[config.mk]
export PLATFORM = sky130hd
export DESIGN_NAME = rrv_hazard_unit
export DESIGN_NICKNAME = d
export VERILOG_FILES = /design/src/rtl/rrv_hazard_pkg.sv /design/src/rtl/rrv_src_decode.sv /design/src/rtl/rrv_hazard_unit.sv
export SDC_FILE = /design/constraint.sdc
export NUM_CORES = 1
export LEC_CHECK = 0
export CAP_MARGIN = 10
export CORE_AREA = 2 2 58 60
export DETAILED_ROUTE_END_ITERATION = 8
export DIE_AREA = 0 0 60 62
export GPL_TIMING_DRIVEN = 0
export PLACE_DENSITY_LB_ADDON = 0.08
export SYNTH_ARGS = -nofsm -noshare
export SYNTH_HDL_FRONTEND = slang
export SYNTH_SLANG_ARGS = --single-unit
[constraint.sdc]
create_clock -name clk -period 3.2 [get_ports clk]
set_clock_uncertainty 0.2 [all_clocks]
set_input_delay 0.32 -clock clk [delete_from_list [all_inputs] [get_ports clk]]
set_output_delay 0.32 -clock clk [all_outputs]
set_load 0.02 [all_outputs]
[src/rtl/rrv_hazard_pkg.sv]
// Shared constants and types for the rrv hazard/stall control logic.
package rrv_hazard_pkg;

  localparam logic [6:0] OP_R       = 7'b0110011;
  localparam logic [6:0] OP_I_ARITH = 7'b0010011;
  localparam logic [6:0] OP_LOAD    = 7'b0000011;
  localparam logic [6:0] OP_STORE   = 7'b0100011;
  localparam logic [6:0] OP_BRANCH  = 7'b1100011;
  localparam logic [6:0] OP_JALR    = 7'b1100111;

  // Load-use bubble count is 1..MEM_LAT_MAX; the bubble counter is sized to hold it.
  localparam int MEM_LAT_MAX = 15;
  localparam int LAT_CNT_W   = $clog2(MEM_LAT_MAX + 1);

  typedef enum logic [1:0] {
    ST_IDLE     = 2'd0,
    ST_LU_STALL = 2'd1,
    ST_MEM_WAIT = 2'd2
  } hazard_state_e;

endpackage

[src/rtl/rrv_src_decode.sv]
// Opcode-based source-register usage decode; shared with the forwarding unit.
module rrv_src_decode
  import rrv_hazard_pkg::*;
#(
  parameter int REG_ADDR_WIDTH = 5
) (
  input  logic [31:0]               instruction,
  output logic                      rs1_used,
  output logic                      rs2_used,
  output logic [REG_ADDR_WIDTH-1:0] rs1,
  output logic [REG_ADDR_WIDTH-1:0] rs2
);

  logic unused_instr;
  assign unused_instr = ^instruction;

  assign rs1 = instruction[15 +: REG_ADDR_WIDTH];
  assign rs2 = instruction[20 +: REG_ADDR_WIDTH];

  always_comb begin
    rs1_used = 1'b0;
    rs2_used = 1'b0;
    case (instruction[6:0])
      OP_R, OP_STORE, OP_BRANCH: begin
        rs1_used = 1'b1;
        rs2_used = 1'b1;
      end
      OP_I_ARITH, OP_LOAD, OP_JALR: rs1_used = 1'b1;
      default: ;
    endcase
  end

endmodule

[src/rtl/rrv_hazard_unit.sv]
// Pipeline stall/flush control: load-use bubbles, data-memory freeze, branch flush
// and a saturating stall-cycle counter.
module rrv_hazard_unit
  import rrv_hazard_pkg::*;
#(
  parameter int MEM_LAT        = 1,
  parameter int REG_ADDR_WIDTH = 5,
  parameter int CNT_W          = 16
) (
  input  logic                      clk,
  input  logic                      rst,
  input  logic [31:0]               id_instruction,
  input  logic [REG_ADDR_WIDTH-1:0] ex_rd_addr,
  input  logic                      ex_load,
  input  logic                      mem_access,
  input  logic                      dmem_ready,
  input  logic                      ex_branch_taken,
  output logic                      pc_en,
  output logic                      if_id_en,
  output logic                      id_ex_en,
  output logic                      ex_mem_en,
  output logic                      if_id_flush,
  output logic                      id_ex_flush,
  output logic [CNT_W-1:0]          stall_cycles,
  output hazard_state_e             dbg_state
);

  hazard_state_e          state_q;
  logic [LAT_CNT_W-1:0]   cnt_q;
  logic                   rs1_used, rs2_used;
  logic [REG_ADDR_WIDTH-1:0] rs1, rs2;
  logic                   hazard, freeze, bubble;

  rrv_src_decode #(.REG_ADDR_WIDTH(REG_ADDR_WIDTH)) u_src_decode (
    .instruction (id_instruction),
    .rs1_used    (rs1_used),
    .rs2_used    (rs2_used),
    .rs1         (rs1),
    .rs2         (rs2)
  );

  assign hazard = ex_load && (ex_rd_addr != '0) &&
                  ((rs1_used && (rs1 == ex_rd_addr)) || (rs2_used && (rs2 == ex_rd_addr)));
  assign freeze = mem_access && !dmem_ready;
  // LU_STALL keeps bubbling without re-checking ID: the load has already left EX.
  assign bubble = (state_q == ST_LU_STALL) || hazard;
  assign dbg_state = state_q;

  always_comb begin
    pc_en       = 1'b1;
    if_id_en    = 1'b1;
    id_ex_en    = 1'b1;
    ex_mem_en   = 1'b1;
    if_id_flush = 1'b0;
    id_ex_flush = 1'b0;
    if (rst) begin
      // keep the pipeline free-running while in reset
    end else if (freeze) begin
      pc_en     = 1'b0;
      if_id_en  = 1'b0;
      id_ex_en  = 1'b0;
      ex_mem_en = 1'b0;
    end else if (ex_branch_taken) begin
      if_id_flush = 1'b1;
      id_ex_flush = 1'b1;
    end else if (bubble) begin
      pc_en       = 1'b0;
      if_id_en    = 1'b0;
      id_ex_flush = 1'b1;
    end
  end

  always_ff @(posedge clk) begin
    if (rst) begin
      state_q      <= ST_IDLE;
      cnt_q        <= '0;
      stall_cycles <= '0;
    end else begin
      if (!pc_en && (stall_cycles != {CNT_W{1'b1}}))
        stall_cycles <= stall_cycles + 1'b1;

      if (freeze) begin
        if (state_q == ST_IDLE)
          state_q <= ST_MEM_WAIT;
      end else if (ex_branch_taken) begin
        state_q <= ST_IDLE;
        cnt_q   <= '0;
      end else begin
        case (state_q)
          ST_LU_STALL: begin
            if (cnt_q == LAT_CNT_W'(1)) begin
              state_q <= ST_IDLE;
              cnt_q   <= '0;
            end else begin
              cnt_q <= cnt_q - LAT_CNT_W'(1);
            end
          end
          default: begin
            // MEM_WAIT only ever saves IDLE, so on release it behaves as IDLE
            state_q <= ST_IDLE;
            if (hazard && (MEM_LAT > 1)) begin
              state_q <= ST_LU_STALL;
              cnt_q   <= LAT_CNT_W'(MEM_LAT - 1);
            end
          end
        endcase
      end
    end
  end

endmodule

## After elaboration in Yosys (flattened, before gate mapping)

Cells that the tools add are included.

| word-level totals | value |
|---|---|
| register bits after elaboration | 22 |
| input port bits | 43 |
| word-level logic and storage cells | 59 |

| operators by class | value |
|---|---|
| bitwise gates (word level) | 1 |
| $add $sub $neg | 2 |
| muxes and demuxes | 23 |
| eq/ne operators | 13 |
| reduce and logical (&&, ||, !) cells | 17 |

Operator list:

| kind | number |
|---|---|
| $add 16x1->16 const B | 1 |
| $ne 16x16->1 const B | 1 |
| $mux 1 | 15 |
| $eq 7x6->1 const B | 2 |
| $eq 7x7->1 const B | 2 |
| $mux 4 | 3 |
| $eq 5x5->1 | 2 |
| $mux 2 | 5 |
| $eq 7x2->1 const B | 1 |
| $eq 7x5->1 const B | 1 |
| $logic_and 1x1->1 | 6 |
| $reduce_or 6->1 | 1 |
| $reduce_bool 5->1 | 1 |
| $eq 4x1->1 const B | 1 |
| $ne 4x3->1 const B | 1 |
| $reduce_and 2->1 | 2 |
| $sub 4x1->4 const B | 1 |
| $reduce_or 3->1 | 1 |
| $eq 2x1->1 const B | 1 |
| $logic_not 1->1 | 2 |
| $logic_not 2->1 | 1 |
| $logic_or 1x1->1 | 2 |
| $ne 2x1->1 const B | 1 |
| $reduce_bool 2->1 | 1 |
| $not 1->1 | 1 |

## Longest topological paths before layout

| depth | value |
|---|---|
| depth in word-level cells | 13 |
| mapped depth | 8 |
| mapped depth without buffers | 7 |

## By module

A second synthesis with hierarchy kept.

| unflattened totals | value |
|---|---|
| cells, all modules | 147 |
| area, all modules | 1292.5 sq um |

Modules (own cells, without submodules):

| module | cells each | times used | area an instance (sq um) |
|---|---|---|---|
| rrv_hazard_unit | 131 | 1 | 1159.9 |
| rrv_src_decode | 16 | 1 | 132.6 |

## Worst setup path before layout

No wires, ideal clock.

| timing | value |
|---|---|
| path kind | reg2reg |
| from | reg stall_cycles[0] |
| to | reg stall_cycles[15] |
| buffers on the path | 0 |
| stages on the path, launching flop included | 8 |
| data arrival time | 2.226 ns |
| setup time | 0.070 ns |
| data required time | 2.930 ns |
| slack | 0.703 ns |
| path through | dfxtp_1 ha_1 and4_1 nand4_1 or4b_1 o21a_2 or4b_1 a21oi_1 |

| between the ends | value |
|---|---|
| longest elaborated chain between the ends | 2 |
| elaborated cells between the ends (all ways) | 3 |
| classes of those cells | add/sub: 1; eq/ne: 1; reduce/logical: 1 |

Ends and longest elaborated chain:

| element | line | text |
|---|---|---|
| start: declaration | rrv_hazard_unit.sv:24 | `output logic [CNT_W-1:0] stall_cycles,` |
| start signal: assignment | rrv_hazard_unit.sv:80 | `stall_cycles <= stall_cycles + 1'b1;` |
| parallel branches: the longest is 2 deep, another holds $add 16x1->16 | - |  |

Parallel ways; which one is timed is not known.
A chain may end at the register's enable or synchronous reset.

## Worst setup path in the final report

| timing | value |
|---|---|
| from | in ex_rd_addr[1] |
| to | out if_id_en |

| between the ends | value |
|---|---|
| longest elaborated chain between the ends | 9 |
| elaborated cells between the ends (all ways) | 13 |
| classes of those cells | eq/ne: 2; mux: 4; reduce/logical: 7 |

Ends and longest elaborated chain:

| element | line | text |
|---|---|---|
| start: declaration | rrv_hazard_unit.sv:13 | `input logic [REG_ADDR_WIDTH-1:0] ex_rd_addr,` |
| $eq 5x5->1 | rrv_hazard_unit.sv:43 | `((rs1_used && (rs1 == ex_rd_addr)) \|\| (rs2_used && (rs2 == ex_rd_addr)));` |
| $logic_and 1x1->1 | rrv_hazard_unit.sv:43 |  |
| $logic_or 1x1->1 | rrv_hazard_unit.sv:43 |  |
| $logic_and 1x1->1 * | rrv_hazard_unit.sv:42 | `assign hazard = ex_load && (ex_rd_addr != '0) &&` |
| $logic_or 1x1->1 * | rrv_hazard_unit.sv:46 | `assign bubble = (state_q == ST_LU_STALL) \|\| hazard;` |
| $mux 1 * | rrv_hazard_unit.sv:66 | `end else if (bubble) begin` |
| $mux 1 * | rrv_hazard_unit.sv:63 | `end else if (ex_branch_taken) begin` |
| $mux 1 * | rrv_hazard_unit.sv:58 | `end else if (freeze) begin` |
| $mux 1 * | rrv_hazard_unit.sv:56 | `if (rst) begin` |
| end: declaration | rrv_hazard_unit.sv:19 | `output logic if_id_en,` |

Mark *: on every way between the ends. The rest lies on a longest branch, timed or not.

==> impl_results.md <==
- Maximum vdd drop: 160.4 uV
- Crit-path slowest cell: clkdlybuf4s50_1
- Max incr delay on CP: ~0.64 ns
- Nets: ~230
- Syn Area/Cell: about 8.1 sq um
- Worst-case reg-to-reg path depth: 7
- GRT Resource Usage Total: 15.95%
- First DRT Iteration DRCs: 69
- Initial antenna violation count: 0
- Async SR Flop Fraction: 0%
- Core ar.: about 3200 sq um
- TritonCTS clock tree: yes
- I/O pin cnt: between 60 and 70
- Worst-Skew Late Latency: 0.29 ns
- Hold Startpoint: stall_cycles[9]
- EDFF count, synth: 0
- Mapped Cells: about 130
- Wire length on met3: ~220 um
- Combinational fraction of design power: about a fifth
- Met2 wire len: 1.400 mm
- Final Hold Viols: 0
- Max Cap Viol: 0
- Row cnt: 21
- Clock share of power: roughly 28%
- Commonest cells in the synthesized netlist: dfxtp_1 (17), a21oi_1 (16), xor2_1 (11)
- CTS Buffer Depth: 2
- P_sw: ~0.00011 W
- Clock transition at path regs: approximately 0.1 ns
- Crit path cell chain: clkdlybuf4s50_1, or4_1, o211ai_2, nor2_1, a21oi_1, clkdlybuf4s50_1
- Max frequency: about 0.33 GHz
- Number of global-route vias before repair: between 1000 and 1500
- Minimum clock period after layout: around 3.0 ns
- Setup TNS: 0 ns
- Congestion Overflow GR: 0
- Setup-failing EPs final: 0
- Cell taking the most area after synthesis: dfxtp_1
- DRT antenna net count: 0
- WL final: around 3.0 mm
- DRC violations left: 0
- Synth top area share: a little under a third
- Wl on met1: around 1.4 mm
- Arr. time, crit path: 2.48 ns
- H-Tree Depth: 1
- P per Cell Area: roughly 250 nW/um^2
- Clock sink count: 17
- CP Capture Type: output pin
- Die area: roughly 3700 sq um
- Reg2reg start: stall_cycles[0]
- Die height: between 60 and 70 um
- FF/Latch Area: roughly 340 sq um
- Fill count: a little over 300
- Worst Path Required: about 2.7 ns
- Hold crit path type: flop to flop
- Final WS setup: 0.1975 ns
- Fin crit share: about 94%
- Yosys Warn Count: 0
- RR Endpoint: stall_cycles[10]
- Max layer used: met4
- Worst-Margin Slew: roughly 0.6 ns
- Sequential share of the synthesized area: approximately a third
- Cell mode on critical path: clkdlybuf4s50_1
- Dpl hpwl: about 2.3 mm
- Area delta synth->final: 54.40%
- Largest net degree at the start of global routing: 11
- Diode count: 0
- Avg WL per Cell: between 10 and 15 um
- Internal reg-to-reg setup slack: 0.55 ns
- DR vias: between 1000 and 1500
- Distinct cell type count after synthesis: 36
- Hold Path Depth: 2
- CP startpoint kind: input pin
- Relative slew slack: between 60 and 70%
- Overall Power: around 0.00042 W
- Sw Ratio: between 20 and 30%
- Number of vias per cell: 5.145
- Critical path class: input pin to output pin
- DR pass1 iterations: 4
- CP bufs+invs: 2
- Seq pwr share: 51.3%
- Leakage power: approximately 0.57 nW
- RD Place Congestion: 0.7147
- Pre-CTS setup slack: roughly 0.1 ns
- Final Slew Violations: 0
- Clock Tree Root: clkbuf_4
- Port-buffer cells: 50
- Synth Net Count: 178
- Prevailing post-synth register cell: dfxtp_1
- Layout Cells excl Fill: between 200 and 250
- RSZ-0062 raised after global routing: false
- Die Wd: 60 um
- Post-CTS Setup Inserts: 0
- Hold EP: stall_cycles[9]
- Inst Count DP: 230
- First-pass GRT wire length: between 4 and 5 mm
- Initial core utilization: about 34%
- Status: completed
- TritonCTS Buffers: 3
- #FFs+latches synth: 17
- Top area cells in the synthesized netlist: dfxtp_1 (31%), xor2_1 (8.9%), a21oi_1 (7.4%)
- Area of the multi-input gates: approximately 670 sq um
- Critical path peak fanout: 3
- Layout cells sized above 1: 7.447%
- Most common cell in the netlist: dfxtp_1
- Top Family by Delay on Critical Path: buffers and inverters
- Int Pwr: around 0.00031 W
- Mapped cell area: approximately 1100 sq um
-- worst min-delay path: cells and delay by family, from the launching register on --
family,cells,cell delay (ns)
flops,1,0.36
compound gates,2,0.13
-- flip-flops by register name, indices dropped and copies added (netlist names) --
register / flops
dbg_state: 1
stall_cycles: 16
-- power by group through the flow --
stage / Clock [W] / Combinational [W] / Sequential [W]
floorplan: 0 / 0.0000331 / 0.000221
global placement: 0 / 0.0000872 / 0.000219
detailed placement: 0 / 0.0000882 / 0.000219
CTS: 0.000123 / 0.0000890 / 0.000214
global route: 0.000129 / 0.0000956 / 0.000215
finish: 0.000115 / 0.0000881 / 0.000214
-- cell type report --
class / instances / share of cell area, %
Multi-Input combinational cell: 104 / 40.25
Clock inverter: 1 / 0.2999
Buffer: 7 / 2.774
Inverter: 6 / 1.349
Clock buffer: 3 / 1.349
Sequential cell: 17 / 20.39
Tap cell: 46 / 3.448
Timing Repair Buffer: 50 / 30.13
-- repair_timing --
action / CTS / global route
hold buffers: 0 / 0
setup endpoints to repair: 0 / 1
resized for setup: 0 / 1
-- cell families (layout without fill, tap and decap cells) --
logic type	after synthesis	after routing	synth area share, %
AO/OA/AOI/OAI	33	33	18.64
XOR/XNOR	11	11	8.912
adder cells (fa/ha/maj)	1	1	1.157
buffers and inverters	13	67	6.365
flip-flops	17	17	31.48
multiplexers	3	3	3.009
other	1	1	0.3469
AND/OR/NAND/NOR	55	55	30.09
-- metal layers --
| layer | vias up | global-route usage (%) |
|---|---|---|
| met5 | - | 0 |
| met4 | 0 | 3.810 |
| li1 | 602 | - |
| met1 | 556 | 20.63 |
| met3 | 2 | 3.727 |
| met2 | 44 | 27.02 |
-- placed cells by master (no fill, tap or decap), types with 2 or more instances in the layout --
cell type and instances:
and2_1 3, or3_1 6, o31ai_1 5, xor2_1 11
nor4_1 3, nand2_1 9, mux2_2 2, inv_1 6
nor2b_1 2, and4_1 3, o21ai_0 6, nor3b_1 2
a21oi_1 16, or4b_1 2, clkbuf_1 2, nand4_1 3
clkbuf_4 3, nor2_1 7, dfxtp_1 17, or4_1 6
nand3_1 5, buf_4 3, clkdlybuf4s50_1 49
-- worst max path at each step --
stage	from	cells after the start	endpoint
after detailed placement	ex_rd_addr[1]	7	pc_en
final	ex_rd_addr[1]	6	if_id_en
after floorplan	stall_cycles[0]	7	stall_cycles[15]
after global routing	ex_rd_addr[2]	6	if_id_en
after global placement	ex_rd_addr[1]	7	pc_en
after CTS	ex_rd_addr[1]	7	pc_en
-- metrics by stage --
stage	hold slack (ns)	instance area [sq um]	utilization, %
floorplan	0.2409	1081	-
global placement	0.2939	1639	51.55
detailed placement	0.3014	1639	51.55
CTS	0.3170	1667	52.42
global route	0.3586	1669	52.50
finish	0.3222	1669	52.50
(Power assumes the default switching activity.)
